`src/rtl/frame_scheduler.sv`:
```
// frame_scheduler: double-buffer frame sequencer.
// Clears the back buffer to the sky colour, hands the buffer to the renderer,
// forwards renderer pixel writes, then swaps buffers on the next vsync.
//
// Handshake: render_ack is a one-cycle start pulse to the renderer; render_done
// is a one-cycle completion pulse back. Neither side waits on the other's level.
// fb_we qualifies fb_x/fb_y/fb_color for exactly the cycle it is high.
// The framebuffer port has no backpressure.
module frame_scheduler #(
  parameter logic [2:0] SKY_COLOR = 3'd1,
  parameter bit         CLEAR_EN  = 1'b1
) (
  input  logic        Clk,
  input  logic        Reset_n,
  input  logic        vsync,
  input  logic        render_done,
  output logic        render_ack,
  input  logic        rend_we,
  input  logic [8:0]  rend_x,
  input  logic [7:0]  rend_y,
  input  logic [2:0]  rend_color,
  output logic        fb_we,
  output logic [8:0]  fb_x,
  output logic [7:0]  fb_y,
  output logic [2:0]  fb_color,
  output logic        fb_sel,
  output logic        display_sel,
  output logic [15:0] frame_count,
  output logic [7:0]  overrun_count,
  output logic        oob_err,
  output logic [2:0]  dbg_state
);

  localparam logic [2:0] CLEAR      = 3'd0;
  localparam logic [2:0] START      = 3'd1;
  localparam logic [2:0] RENDER     = 3'd2;
  localparam logic [2:0] WAIT_VSYNC = 3'd3;
  localparam logic [2:0] SWAP       = 3'd4;

  localparam logic [8:0] X_MAX = 9'd319;
  localparam logic [7:0] Y_MAX = 8'd239;

  logic [2:0] state;
  logic [2:0] state_nxt;
  logic [8:0] clr_x;
  logic [7:0] clr_y;
  logic       clr_last;
  logic       rend_in_range;
  logic       overrun_hit;

  assign clr_last      = (clr_x == X_MAX) && (clr_y == Y_MAX);
  assign rend_in_range = (rend_x <= X_MAX) && (rend_y <= Y_MAX);

  // A vsync is missed whenever the back buffer is not ready, except when the
  // renderer finishes in the very same cycle (that case swaps directly).
  assign overrun_hit = vsync &&
                       ((state == CLEAR) || (state == START) ||
                        ((state == RENDER) && !render_done));

  assign render_ack  = (state == START);
  assign display_sel = ~fb_sel;
  assign dbg_state   = state;

  // Next-state decode
  always_comb begin
    state_nxt = state;
    case (state)
      CLEAR:      if (!CLEAR_EN || clr_last) state_nxt = START;
      START:      state_nxt = RENDER;
      RENDER: begin
        if (render_done && vsync) state_nxt = SWAP;
        else if (render_done)     state_nxt = WAIT_VSYNC;
      end
      WAIT_VSYNC: if (vsync) state_nxt = SWAP;
      SWAP:       state_nxt = CLEAR;
      default:    state_nxt = CLEAR;
    endcase
  end

  // State register
  always_ff @(posedge Clk or negedge Reset_n) begin
    if (!Reset_n) state <= CLEAR;
    else          state <= state_nxt;
  end

  // Clear-pass raster counters: x inner, y outer; rewound at the end and on swap
  always_ff @(posedge Clk or negedge Reset_n) begin
    if (!Reset_n) begin
      clr_x <= '0;
      clr_y <= '0;
    end else if (state == SWAP) begin
      clr_x <= '0;
      clr_y <= '0;
    end else if (CLEAR_EN && (state == CLEAR)) begin
      if (clr_x == X_MAX) begin
        clr_x <= '0;
        clr_y <= (clr_y == Y_MAX) ? 8'd0 : clr_y + 8'd1;
      end else begin
        clr_x <= clr_x + 9'd1;
      end
    end
  end

  // Registered framebuffer write port; address/colour hold when not writing
  always_ff @(posedge Clk or negedge Reset_n) begin
    if (!Reset_n) begin
      fb_we    <= 1'b0;
      fb_x     <= '0;
      fb_y     <= '0;
      fb_color <= '0;
    end else if (CLEAR_EN && (state == CLEAR)) begin
      fb_we    <= 1'b1;
      fb_x     <= clr_x;
      fb_y     <= clr_y;
      fb_color <= SKY_COLOR;
    end else if ((state == RENDER) && rend_we && rend_in_range) begin
      fb_we    <= 1'b1;
      fb_x     <= rend_x;
      fb_y     <= rend_y;
      fb_color <= rend_color;
    end else begin
      fb_we    <= 1'b0;
    end
  end

  // Sticky flag for renderer writes that fell outside the 320x240 buffer
  always_ff @(posedge Clk or negedge Reset_n) begin
    if (!Reset_n)                                         oob_err <= 1'b0;
    else if ((state == RENDER) && rend_we && !rend_in_range) oob_err <= 1'b1;
  end

  // Buffer select and completed-frame counter advance together on swap
  always_ff @(posedge Clk or negedge Reset_n) begin
    if (!Reset_n) begin
      fb_sel      <= 1'b1;
      frame_count <= '0;
    end else if (state == SWAP) begin
      fb_sel      <= ~fb_sel;
      frame_count <= frame_count + 16'd1;
    end
  end

  // Saturating count of vsyncs that arrived before the back buffer was ready
  always_ff @(posedge Clk or negedge Reset_n) begin
    if (!Reset_n)                             overrun_count <= '0;
    else if (overrun_hit && (overrun_count != 8'hFF)) overrun_count <= overrun_count + 8'd1;
  end

endmodule

```
`config.mk`:
```
export PLATFORM = sky130hd
export DESIGN_NAME = frame_scheduler
export DESIGN_NICKNAME = d
export VERILOG_FILES = /design/src/rtl/frame_scheduler.sv
export SDC_FILE = /design/constraint.sdc
export NUM_CORES = 1
export LEC_CHECK = 0
export BUFFER_PORTS_ARGS = -buffer_cell sky130_fd_sc_hd__buf_2
export CAP_MARGIN = 15
export CORE_ASPECT_RATIO = 0.8
export CORE_MARGIN = 3
export CORE_UTILIZATION = 35
export DETAILED_ROUTE_END_ITERATION = 8
export GPL_ROUTABILITY_DRIVEN = 1
export GPL_TIMING_DRIVEN = 0
export HOLD_SLACK_MARGIN = 0.05
export PLACE_DENSITY_LB_ADDON = 0.15
export SLEW_MARGIN = 30
export SYNTH_ARGS = -nofsm -noshare
export SYNTH_HDL_FRONTEND = slang
export SYNTH_SLANG_ARGS = --single-unit
export TNS_END_PERCENT = 30
```
`constraint.sdc`:
```
create_clock -name Clk -period 1.95 [get_ports Clk]
set_input_delay 0.39 -clock Clk [delete_from_list [all_inputs] [get_ports Clk]]
set_output_delay 0.39 -clock Clk [all_outputs]
set_load 0.01 [all_outputs]
```
==> results of run 1 <==
-- area by class of cell --
type / count / area [sq um] / area share, %
Clock inverter: 4 / 72.6 / 1.68
Buffer: 13 / 55.1 / 1.27
Multi-Input combinational cell: 218 / 1470 / 34.0
Sequential cell: 67 / 1680 / 39.0
Timing Repair Buffer: 94 / 541 / 12.5
Tap cell: 112 / 140 / 3.25
Inverter: 27 / 101 / 2.35
Clock buffer: 12 / 256 / 5.94
-- sequential cells by signal, summed over array words and instances (netlist names) --
name,cells
fb_sel,1
overrun_count,8
fb_y,8
oob_err,1
fb_we,1
clr_y,8
clr_x,9
dbg_state,3
fb_x,9
frame_count,16
fb_color,3
-- cell usage after synthesis, types with 4 or more instances --
cell type / number
a21oi_1: 22
a31oi_1: 4
and3_1: 7
clkbuf_1: 12
dfrtp_1: 66
ha_1: 4
inv_1: 27
mux2_2: 4
nand2_1: 31
nand3_1: 19
nand4_1: 9
nor2_1: 9
nor3_1: 6
o211ai_1: 4
o21ai_0: 15
o22ai_1: 17
xnor2_1: 17
xor2_1: 4
-- kinds of logic after synthesis --
| group | share of synthesized area (%) |
|---|---|
| DFF | 51.7 |
| and+or+nand+nor | 19.0 |
| adders and majority gates | 1.54 |
| buffers and inverters | 5.12 |
| AOI/OAI and AO/OA | 14.6 |
| muxes | 2.31 |
| xor gates and xnor gates | 5.66 |
-- power groups by stage --
stage / clock network (mW) / registers [mW] / logic, mW
4_1_cts: 1.82 / 2.24 / 2.02
2_1_floorplan: 0 / 2.32 / 1.10
3_5_place_dp: 0 / 2.24 / 1.95
5_1_grt: 1.89 / 2.32 / 2.37
3_3_place_gp: 0 / 2.22 / 1.90
6_report: 1.78 / 2.24 / 2.12
-- layer usage --
| metal | share of wire [%] | global-route usage, % | routed length, microns |
|---|---|---|---|
| met1 | 47 | 22.9 | 3960 |
| met2 | 46 | 24.8 | 3840 |
| met3 | 5.2 | 4.62 | 433 |
| met4 | 1.3 | 5.61 | 107 |
| met5 | 0 | 0 | 0 |
-- how the worst max path moves through the flow --
stage          endpoint  slack (ns)
4_1_cts        clr_y[4]       -0.08
3_5_place_dp    fb_x[4]       -0.52
2_1_floorplan  clr_y[4]       0.009
6_report       clr_y[4]        0.03
5_1_grt        clr_y[4]       -0.04
3_3_place_gp    fb_x[5]       -0.43
-- repair_timing --
action	4_1_cts	5_1_grt
setup endpoints to repair	31	37
resized for setup	11	10
pin swaps	2	5
setup buffers	1	15
hold endpoints to repair	20	0
hold buffers	1	0
==> impl_metrics.json, run 1 <==
{
  "cp_data_required_time_ns": 2.20,
  "die_h_microns": 92.1,
  "drt_iter0_drc": 202,
  "power_density_nw_per_um2": 1420,
  "final_layout_size_suffix_gt1_share_pct": 31.3,
  "switchingPower_mw": 2.20,
  "clkPwrFrac_pct": 29.0,
  "die-area_sq_um": 10500,
  "fin_skew_ns": 0.00367,
  "synth.largest_area_cell": "dfrtp_1",
  "drc_errors": 0,
  "final_common_cell": "buf_2",
  "via_per_inst": 5.11,
  "ys_seq_area_share_pct": 51.7,
  "antennaDiodeCount": 0,
  "utilization_pct": 49.4,
  "grt.overflow.total": 0,
  "tightest_slew_ns": 0.583,
  "setup_viol": 0,
  "hp-start": "vsync",
  "start_util_pct": 37.1,
  "fin_crit_sh_pct": 98.5,
  "avgSynthCellArea_sq_um": 9.93,
  "hold_viol_final": 0,
  "max_slew_margin_pct": 60.9,
  "crit_buf_inv": 0,
  "grt_util_all_layers_pct": 16.5,
  "insertion_delay_ns": 0.33,
  "p_total_mw": 6.14,
  "synth_ff_type": "dfrtp_1",
  "ff2ff_path_depth": 5,
  "vdd_drop_max_v": 0.000864,
  "instances_no_fill": 547,
  "cp_data_arrival_time_ns": 2.17,
  "io_buffers": 76,
  "ios": 77,
  "cts_sinks": 67,
  "htree_num_levels": 3,
  "grt_pass1_vias": 2659,
  "r2r_setup_slack_ns": 0.03,
  "crit_chain": "ha_4, nand3_4, or4_4, or4b_4, o221ai_2",
  "cap_violations": 0,
  "post-place-ws_ns": -0.517,
  "gp_congestion": 0.756,
  "drv_slew": 0,
  "crit_path_start": "clr_x[1]",
  "period_needed_ns": 1.92,
  "outcome": "completed",
  "postRouteAntennaNets": 0,
  "drt_wl_total_microns": 8350,
  "antenna_found_initial": 0,
  "critPathLaunchType": "flip-flop",
  "min_path_type": "in2reg",
  "min_path_cells": 2,
  "area_growth_syn_to_layout_pct": 33.0,
  "hpwl_microns": 5900,
  "path_max_fanout": 8,
  "synth.distinct_cells": 51,
  "worst_slack_ns": 0.0301,
  "drtPass1Iterations": 4,
  "num_vias": 2795,
  "layout.nets": 459,
  "routedWlPerCell_microns": 15.3,
  "cts_buffer_depth": 2,
  "swShare_pct": 35.8,
  "root_buffer": "clkbuf_16",
  "num_rows": 30,
  "whs_ns": 0.255,
  "synth_edf_count": 0,
  "grt_max_degree": 48,
  "grt_pass1_wl_microns": 13700,
  "clock.fmax_mhz": 521,
  "crit_cells": 5,
  "cp_slowest_stage_delay_ns": 0.50,
  "min_to": "dbg_state[1]",
  "seq_power_share_pct": 36.5,
  "nFillCells": 832,
  "setup_tns_ns": 0,
  "reg2reg_from": "clr_x[1]",
  "placedInstanceArea_sq_um": 3810,
  "internal_power_mw": 3.94,
  "p_leak_nw": 2.05,
  "cts_tree": "yes",
  "clkTransAtPathRegs_ns": 0.05,
  "crit_type": "reg2reg",
  "netlist_area_sq_um": 3250,
  "ys_seq_elements": 67,
  "dp.cells": 516,
  "end_kind": "flip-flop",
  "core_area_sq_um": 8750,
  "synth_area_leaders": "dfrtp_1 51%, xnor2_1 4.6%, nand2_1 3.6%, a21oi_1 3.4%, o22ai_1 3.3%",
  "fp.dieW_microns": 114,
  "yosysTopAreaCellShare_pct": 50.9,
  "fin_area_sq_um": 4320,
  "yosysWarnings": 0,
  "rr_endpoint": "clr_y[4]",
  "p_comb_share_pct": 34.5,
  "cpLargestDelayFamily": "simple AND/OR/NAND/NOR gates",
  "synth_fp_nets": 356,
  "rsz0062_at_grt": "yes",
  "crit_path_top_delay_cell": "or4_4",
  "synthArstFlopShare_pct": 100,
  "synth_cells": 327,
  "final_cell_mix": "76 x buf_2, 61 x dfrtp_1, 30 x nand2_1",
  "numCtsBuffers": 9
}
(Power assumes the default switching activity.)
==> run 2: changes to the inputs <==
--- a/config.mk
+++ b/config.mk
@@ -7,7 +7,7 @@
 export LEC_CHECK = 0
 export BUFFER_PORTS_ARGS = -buffer_cell sky130_fd_sc_hd__buf_2
 export CAP_MARGIN = 15
-export CORE_ASPECT_RATIO = 0.8
+export CORE_ASPECT_RATIO = 1.1
 export CORE_MARGIN = 3
 export CORE_UTILIZATION = 35
 export DETAILED_ROUTE_END_ITERATION = 8
@@ -15,6 +15,7 @@
 export GPL_TIMING_DRIVEN = 0
 export HOLD_SLACK_MARGIN = 0.05
 export PLACE_DENSITY_LB_ADDON = 0.15
+export SKIP_CTS_REPAIR_TIMING = 1
 export SLEW_MARGIN = 30
 export SYNTH_ARGS = -nofsm -noshare
 export SYNTH_HDL_FRONTEND = slang
==> run 2 against run 1 <==
Compared with the run above:
- sequential cell count unchanged
- final area down 4.5%
- die area barely moved
- cell count is 0.91% lower
- register-to-register slack is essentially flat
- count of clock-buffer cells in the layout fell by 1
- sequential share of layout area is 1.9 points higher
- setup slack worse by 0.0099 ns
==> impl_metrics.json, run 2 (same netlist as run 1, synthesis figures left out) <==
{
  "grt_pass1_wl_microns": 12900,
  "layout.nets": 452,
  "drt_iter0_drc": 153,
  "fin_skew_ns": 0.0105,
  "core_area_sq_um": 8960,
  "grt_max_degree": 36,
  "path_max_fanout": 10,
  "cts_buffer_depth": 2,
  "drt_wl_total_microns": 7730,
  "ios": 77,
  "p_leak_nw": 1.94,
  "grt_util_all_layers_pct": 15.1,
  "grt.overflow.total": 0,
  "worst_slack_ns": 0.0202,
  "cap_violations": 0,
  "rsz0062_at_grt": "yes",
  "setup_tns_ns": 0,
  "setup_viol": 0,
  "cp_data_arrival_time_ns": 2.18,
  "final_cell_mix": "76 x buf_2, 59 x dfrtp_1, 29 x nand2_1",
  "period_needed_ns": 1.93,
  "post-place-ws_ns": -0.392,
  "area_growth_syn_to_layout_pct": 27.0,
  "start_util_pct": 36.2,
  "antennaDiodeCount": 0,
  "outcome": "completed",
  "routedWlPerCell_microns": 14.3,
  "io_buffers": 76,
  "fin_crit_sh_pct": 99.0,
  "numCtsBuffers": 9,
  "grt_pass1_vias": 2612,
  "drtPass1Iterations": 4,
  "crit_type": "reg2reg",
  "clkTransAtPathRegs_ns": 0.07,
  "cp_data_required_time_ns": 2.20,
  "p_total_mw": 5.41,
  "top_register": "frame_count",
  "drv_slew": 0,
  "antenna_found_initial": 0,
  "gp_congestion": 0.754,
  "cts_tree": "yes",
  "num_vias": 2783,
  "root_buffer": "clkbuf_8",
  "hpwl_microns": 5640,
  "end_kind": "flip-flop",
  "power_density_nw_per_um2": 1310,
  "num_rows": 36,
  "tightest_slew_ns": 0.600,
  "cts_sinks": 67,
  "die_h_microns": 107,
  "fp.dieW_microns": 97.8,
  "max_slew_margin_pct": 59.7,
  "via_per_inst": 5.13,
  "reg.largest.list": "frame_count: 16 flops, clr_x: 9 flops, fb_x: 9 flops",
  "clock.fmax_mhz": 518,
  "die-area_sq_um": 10500,
  "hold_viol_final": 0,
  "drc_errors": 0,
  "min_path_type": "in2reg",
  "vdd_drop_max_v": 0.000523,
  "postRouteAntennaNets": 0,
  "final_common_cell": "buf_2",
  "insertion_delay_ns": 0.34,
  "htree_num_levels": 3,
  "critPathLaunchType": "flip-flop",
  "final_layout_size_suffix_gt1_share_pct": 30.6,
  "largest_reg_flops": 16
}
## run 2: cell type report
cell class,count,area (sq um)
Inverter,27,101
Clock inverter,5,55.1
Multi-Input combinational cell,218,1470
Buffer,13,55.1
Tap cell,114,143
Timing Repair Buffer,87,480
Sequential cell,67,1690
Fill cell,887,4840
Clock buffer,11,131
## run 2: per-layer routing
metal	GRT usage [%]	share of wire, %	up-vias
li1	-	-	1362
met1	19.9	46	1351
met2	23.9	48	63
met3	4.81	5.2	7
met4	4.45	0.85	0
met5	0	0	-
## run 2: worst max-delay path, cell delays in order (launching register included)
cell and delay [ns]:
dfrtp_2 0.41, ha_4 0.17, nand3_4 0.11, or4_4 0.52, or4b_4 0.51, o221ai_2 0.13
## run 2: path summary, 6_finish.rpt
check	cells after the start	start	to	slack, ns
worst max-delay path	5	clr_x[0]	clr_y[4]	0.02
worst min-delay path	2	vsync	dbg_state[1]	0.25
worst max register to register	5	clr_x[0]	clr_y[4]	0.02
worst min register to register	1	oob_err	oob_err	0.48
max in group asynchronous	3	Reset_n	clr_x[7]	0.85
min in group asynchronous	2	Reset_n	frame_count[4]	0.53
## run 2: stage by stage
| step | hold slack [ns] | std cells | util, % | area, sq um |
|---|---|---|---|---|
| final | 0.248 | 542 | 46.0 | 4120 |
| after global routing | 0.261 | 542 | 46.0 | 4120 |
| after CTS | 0.00193 | 534 | 44.5 | 3990 |
| after detailed placement | 0.373 | 518 | 42.4 | 3800 |
| after global placement | 0.440 | 517 | 42.2 | 3780 |
| after floorplan | 0.0944 | 327 | - | 3260 |
## run 2: power by group
group	internal [mW]	switching (mW)	total, mW
combinational	0.919	1.16	2.08
sequential	1.82	0.396	2.22
clock	0.587	0.531	1.12
total	3.33	2.08	5.41
